File: src/rtl/dmem_arbiter.sv
// Data-memory arbiter: one committed-store port and one load port share a
// single-outstanding memory interface, with bounded load starvation and flush kill.
module dmem_arbiter #(
  parameter int STARVE_LIMIT = 4,
  parameter int CNT_W        = 3
) (
  input  logic        clk,
  input  logic        rst,
  input  logic        flush,
  input  logic        st_req,
  input  logic [31:0] st_addr,
  input  logic [3:0]  st_wmask,
  input  logic [31:0] st_wdata,
  output logic        st_done,
  input  logic        ld_req,
  input  logic [31:0] ld_addr,
  input  logic [3:0]  ld_rmask,
  output logic        ld_done,
  output logic [31:0] ld_rdata,
  output logic [31:0] dmem_addr,
  output logic [3:0]  dmem_rmask,
  output logic [3:0]  dmem_wmask,
  output logic [31:0] dmem_wdata,
  input  logic [31:0] dmem_rdata,
  input  logic        dmem_resp
);

  typedef enum logic [1:0] {IDLE, LD_WAIT, ST_WAIT, LD_DRAIN} state_t;

  localparam logic [CNT_W-1:0] LIMIT = CNT_W'(STARVE_LIMIT);

  state_t           state;
  logic [CNT_W-1:0] starve_cnt;
  logic             ld_starved;
  logic             grant_st;
  logic             grant_ld;

  function automatic logic [CNT_W-1:0] sat_inc(input logic [CNT_W-1:0] c);
    return (c >= LIMIT) ? LIMIT : c + CNT_W'(1);
  endfunction

  // Grant decision: stores first unless a live load has waited out the limit.
  assign ld_starved = ld_req && !flush && (starve_cnt == LIMIT);
  assign grant_st   = (state == IDLE) && st_req && !ld_starved;
  assign grant_ld   = (state == IDLE) && ld_req && !flush && !grant_st;

  // Completion is reported in the response cycle itself.
  assign st_done  = (state == ST_WAIT) && dmem_resp;
  assign ld_done  = (state == LD_WAIT) && dmem_resp && !flush;
  assign ld_rdata = ld_done ? dmem_rdata : '0;

  // Request register stage: dmem_* hold a request for exactly one cycle.
  always_ff @(posedge clk or posedge rst) begin
    if (rst) begin
      state      <= IDLE;
      starve_cnt <= '0;
      dmem_addr  <= '0;
      dmem_rmask <= '0;
      dmem_wmask <= '0;
      dmem_wdata <= '0;
    end else begin
      dmem_addr  <= '0;
      dmem_rmask <= '0;
      dmem_wmask <= '0;
      dmem_wdata <= '0;
      case (state)
        IDLE: begin
          if (grant_st) begin
            state      <= ST_WAIT;
            dmem_addr  <= st_addr;
            dmem_wmask <= st_wmask;
            dmem_wdata <= st_wdata;
            starve_cnt <= ld_req ? sat_inc(starve_cnt) : '0;
          end else if (grant_ld) begin
            state      <= LD_WAIT;
            dmem_addr  <= ld_addr;
            dmem_rmask <= ld_rmask;
            starve_cnt <= '0;
          end
        end
        LD_WAIT: begin
          if (dmem_resp)  state <= IDLE;
          else if (flush) state <= LD_DRAIN;
        end
        ST_WAIT: begin
          if (dmem_resp) state <= IDLE;
        end
        LD_DRAIN: begin
          if (dmem_resp) state <= IDLE;
        end
        default: state <= IDLE;
      endcase
    end
  end

endmodule

File: config.mk
export PLATFORM = sky130hd
export DESIGN_NAME = dmem_arbiter
export DESIGN_NICKNAME = d
export VERILOG_FILES = /design/src/rtl/dmem_arbiter.sv
export SDC_FILE = /design/constraint.sdc
export NUM_CORES = 1
export LEC_CHECK = 0
export BUFFER_PORTS_ARGS = -buffer_cell sky130_fd_sc_hd__buf_2
export CAP_MARGIN = 0
export CORE_ASPECT_RATIO = 1.1
export CORE_MARGIN = 10
export CORE_UTILIZATION = 39
export DETAILED_ROUTE_END_ITERATION = 8
export GPL_TIMING_DRIVEN = 0
export PLACE_DENSITY_LB_ADDON = 0.15
export SYNTH_ARGS = -nofsm -noshare
export SYNTH_HDL_FRONTEND = slang
export SYNTH_SLANG_ARGS = --single-unit
File: constraint.sdc
create_clock -name clk -period 2.65 [get_ports clk]
set_input_delay 0.265 -clock clk [delete_from_list [all_inputs] [get_ports clk]]
set_output_delay 0.265 -clock clk [all_outputs]
set_load 0.02 [all_outputs]
==> impl_metrics.tcl <==
set metrics [dict create \
    die_area_mm2 0.0120 \
    post-route-drc-count 0 \
    timing.fmax_mhz 469 \
    slew_headroom_pct 69.5 \
    powerDensity_mw_per_mm2 676 \
    vias 2985 \
    synthTopCellsByArea "dfrtp_1 62%, and2_1 14%, nand2_1 7.9%" \
    layout_setup_ws_ps 516 \
    synth_top_area_share_pct 61.6 \
    worst_pin_slew_ps 457 \
    io_pins 248 \
    ant_nets 0 \
    power.leakage_nw 2.82 \
    yosysSeqAreaShare_pct 61.6 \
    dp_slack_ps 856 \
    clockBufferDepth 2 \
    yosysMostFrequentCell "dfrtp_1" \
    dp_hpwl_um 9140 \
    post_drt_wl_per_cell_um 16.8 \
    clk_pin_slew_ps 80 \
    layout-area-overhead-vs-synth_pct 52.3 \
    fin_nets 696 \
    cp.arrival_ps 1870 \
    max_cap_violations 0 \
    rsz0062_at_grt "no" \
    path_class "flop to primary output" \
    first_global_vias 3158 \
    hold_path_end "dmem_wdata[18]" \
    drive_above_1_share_pct 50.1 \
    dp.cells 648 \
    syn-instance-count 292 \
    ys_seq_elements 77 \
    ys.flop_type "dfrtp_1" \
    synth_area_mm2 0.00313 \
    first_pass_iters 4 \
    cts_resized 0 \
    min_from "st_wdata[18]" \
    holdPathStages 2 \
    finalClockSkew_ps 6.15 \
    synth_cell_types 25 \
    report.power.total_mw 3.22 \
    status "finished clean" \
    antenna_found_initial 1 \
    reg2reg_to "dmem_addr[18]" \
    grt_max_degree 61 \
    cp-start-kind "flop" \
    cts-buffers-inserted 9 \
    finalHoldViolations 0 \
    grt_usage_pct 18.1 \
    synth_common_cells "77 x dfrtp_1, 68 x and2_1, 66 x nand2_1" \
    fin_cells 666 \
    cts-root-buf "clkbuf_8" \
    slew_viol_final 0 \
    routed_wl_um 11200 \
    vias_per_cell 4.48 \
    yosysTopAreaCell "dfrtp_1" \
    fin_crit_sh_pct 80.5 \
    fp-row-count 34 \
    io_buffer_count 247 \
    finalCoreUtilization_pct 60.5 \
    grt_first_pass_wirelength_um 17300 \
    crit_required_ps 2380 \
    cts_max_level 3 \
    max-vdd-ir-drop_mv 0.327 \
    clk_latency_ps 340 \
    fillers 720 \
    finalSetupTns_ps 0 \
    die_h_um 114 \
    die_x_um 105 \
    cts.sinks 77 \
    syn_nets 436 \
    async_flop_share_pct 100 \
    gp_congestion 0.750 \
    start_util_pct 39.7 \
    overflow 0 \
    reg2reg_slack_ps 950 \
    end_kind "primary output" \
    r2r_cells 6 \
    synth-edff-count 0 \
    finalSetupViolations 0 \
    design.core.area_mm2 0.00787 \
    synth_warnings 0 \
    min_period_ps 2130 \
    cts_tree "yes" \
    hold_path_class "input pin to flop" \
    worstReg2RegStart "starve_cnt[0]" \
    critical_path.max_fanout 10 \
    drt_iter0_markers 132 \
    register_area_mm2 0.00193 \
    syn_area_per_cell_um2 10.7 \
    multiInputGateArea_mm2 0.00108 \
]
## metrics by stage
| step | hold slack, ps | instance area [µm²] |
|---|---|---|
| 2_1_floorplan | 373 | 3130 |
| 3_3_place_gp | 471 | 4500 |
| 3_5_place_dp | 228 | 4530 |
| 4_1_cts | 109 | 4760 |
| 5_1_grt | 104 | 4760 |
| 6_report | 123 | 4760 |
## worst max-delay path, stage by stage, from the launching register on
cell      delay (ps)
dfrtp_1          460
nor4b_4          450
clkbuf_1         290
and2_1           170
buf_2            170
## what timing repair did
item,4_1_cts,5_1_grt
hold endpoints to repair,17,0
hold buffers,1,0
buffers inserted,0,0
## power breakdown
part           switching, mW  leakage (nW)  internal (mW)
Sequential            0.0515          1.03           1.31
Combinational          0.534          1.68          0.338
Clock                  0.449         0.111          0.539
## final cells by class
cell class / count / share of cell area (%)
Multi-Input combinational cell: 191 / 22.6
Timing Repair Buffer: 249 / 26.7
Tap cell: 108 / 2.84
Antenna cell: 1 / 0.0525
Clock inverter: 6 / 2.00
Inverter: 4 / 0.368
Sequential cell: 77 / 40.5
Clock buffer: 10 / 2.68
Buffer: 20 / 2.29
## placed cells by master (no fill, tap or decap)
cell           synthesis  final
buf_16                 0      1
a22o_1                 2      2
o21ai_0                3      3
diode_2                0      1
o2bb2ai_1              1      1
buf_1                  2      2
and3_1                 5      5
buf_2                  9    256
clkbuf_1               6      7
ha_1                   2      2
nor2_1                 1      1
clkinv_4               0      3
bufinv_16              0      2
nand3_1                1      1
mux2_2                 1      1
nor2b_1                2      2
inv_6                  0      1
nor4b_4                1      1
a21oi_1                1      1
nor2_4                 1      1
and2_1                68     68
dlygate4sd3_1          0      1
nand2_1               66     66
inv_4                  0      1
and4b_1                1      1
o22ai_1               32     32
clkbuf_8               0      9
inv_1                  4      3
nand4b_1               1      1
dfrtp_1               77     77
buf_6                  3      3
nand2b_1               1      1
a21boi_0               1      1
## flip-flops by register name (all words and copies together), names as in the netlist
register	count
dmem_addr	32
dmem_wdata	32
dmem_rmask	4
dmem_wmask	4
starve_cnt	3
state	2
## worst max-delay path by stage
stage | start | endpoint | depth (start not counted)
after floorplan | rst | dmem_addr[0] | 1
after global placement | rst | dmem_wdata[0] | 2
after detailed placement | state[1] | ld_rdata[4] | 4
after CTS | state[1] | ld_rdata[4] | 4
after global routing | state[1] | ld_rdata[15] | 4
final | state[1] | ld_rdata[15] | 4
## cell families after synthesis
family / after synthesis / synth area share, %
buffers and inverters: 24 / 3.96
muxes: 1 / 0.360
adders and majority gates: 2 / 0.800
and+or+nand+nor: 148 / 25.1
DFF: 77 / 61.6
AOI/OAI and AO/OA: 40 / 8.12
## layer usage
metal	part of all wire, %	vias up	GRT usage, %
met1	39	1356	20.7
li1	-	1469	-
met4	1.9	0	6.68
met2	50	141	29.8
met3	9.4	19	7.28
met5	0	-	0
No activity file was read; power rests on OpenSTA's default activity.
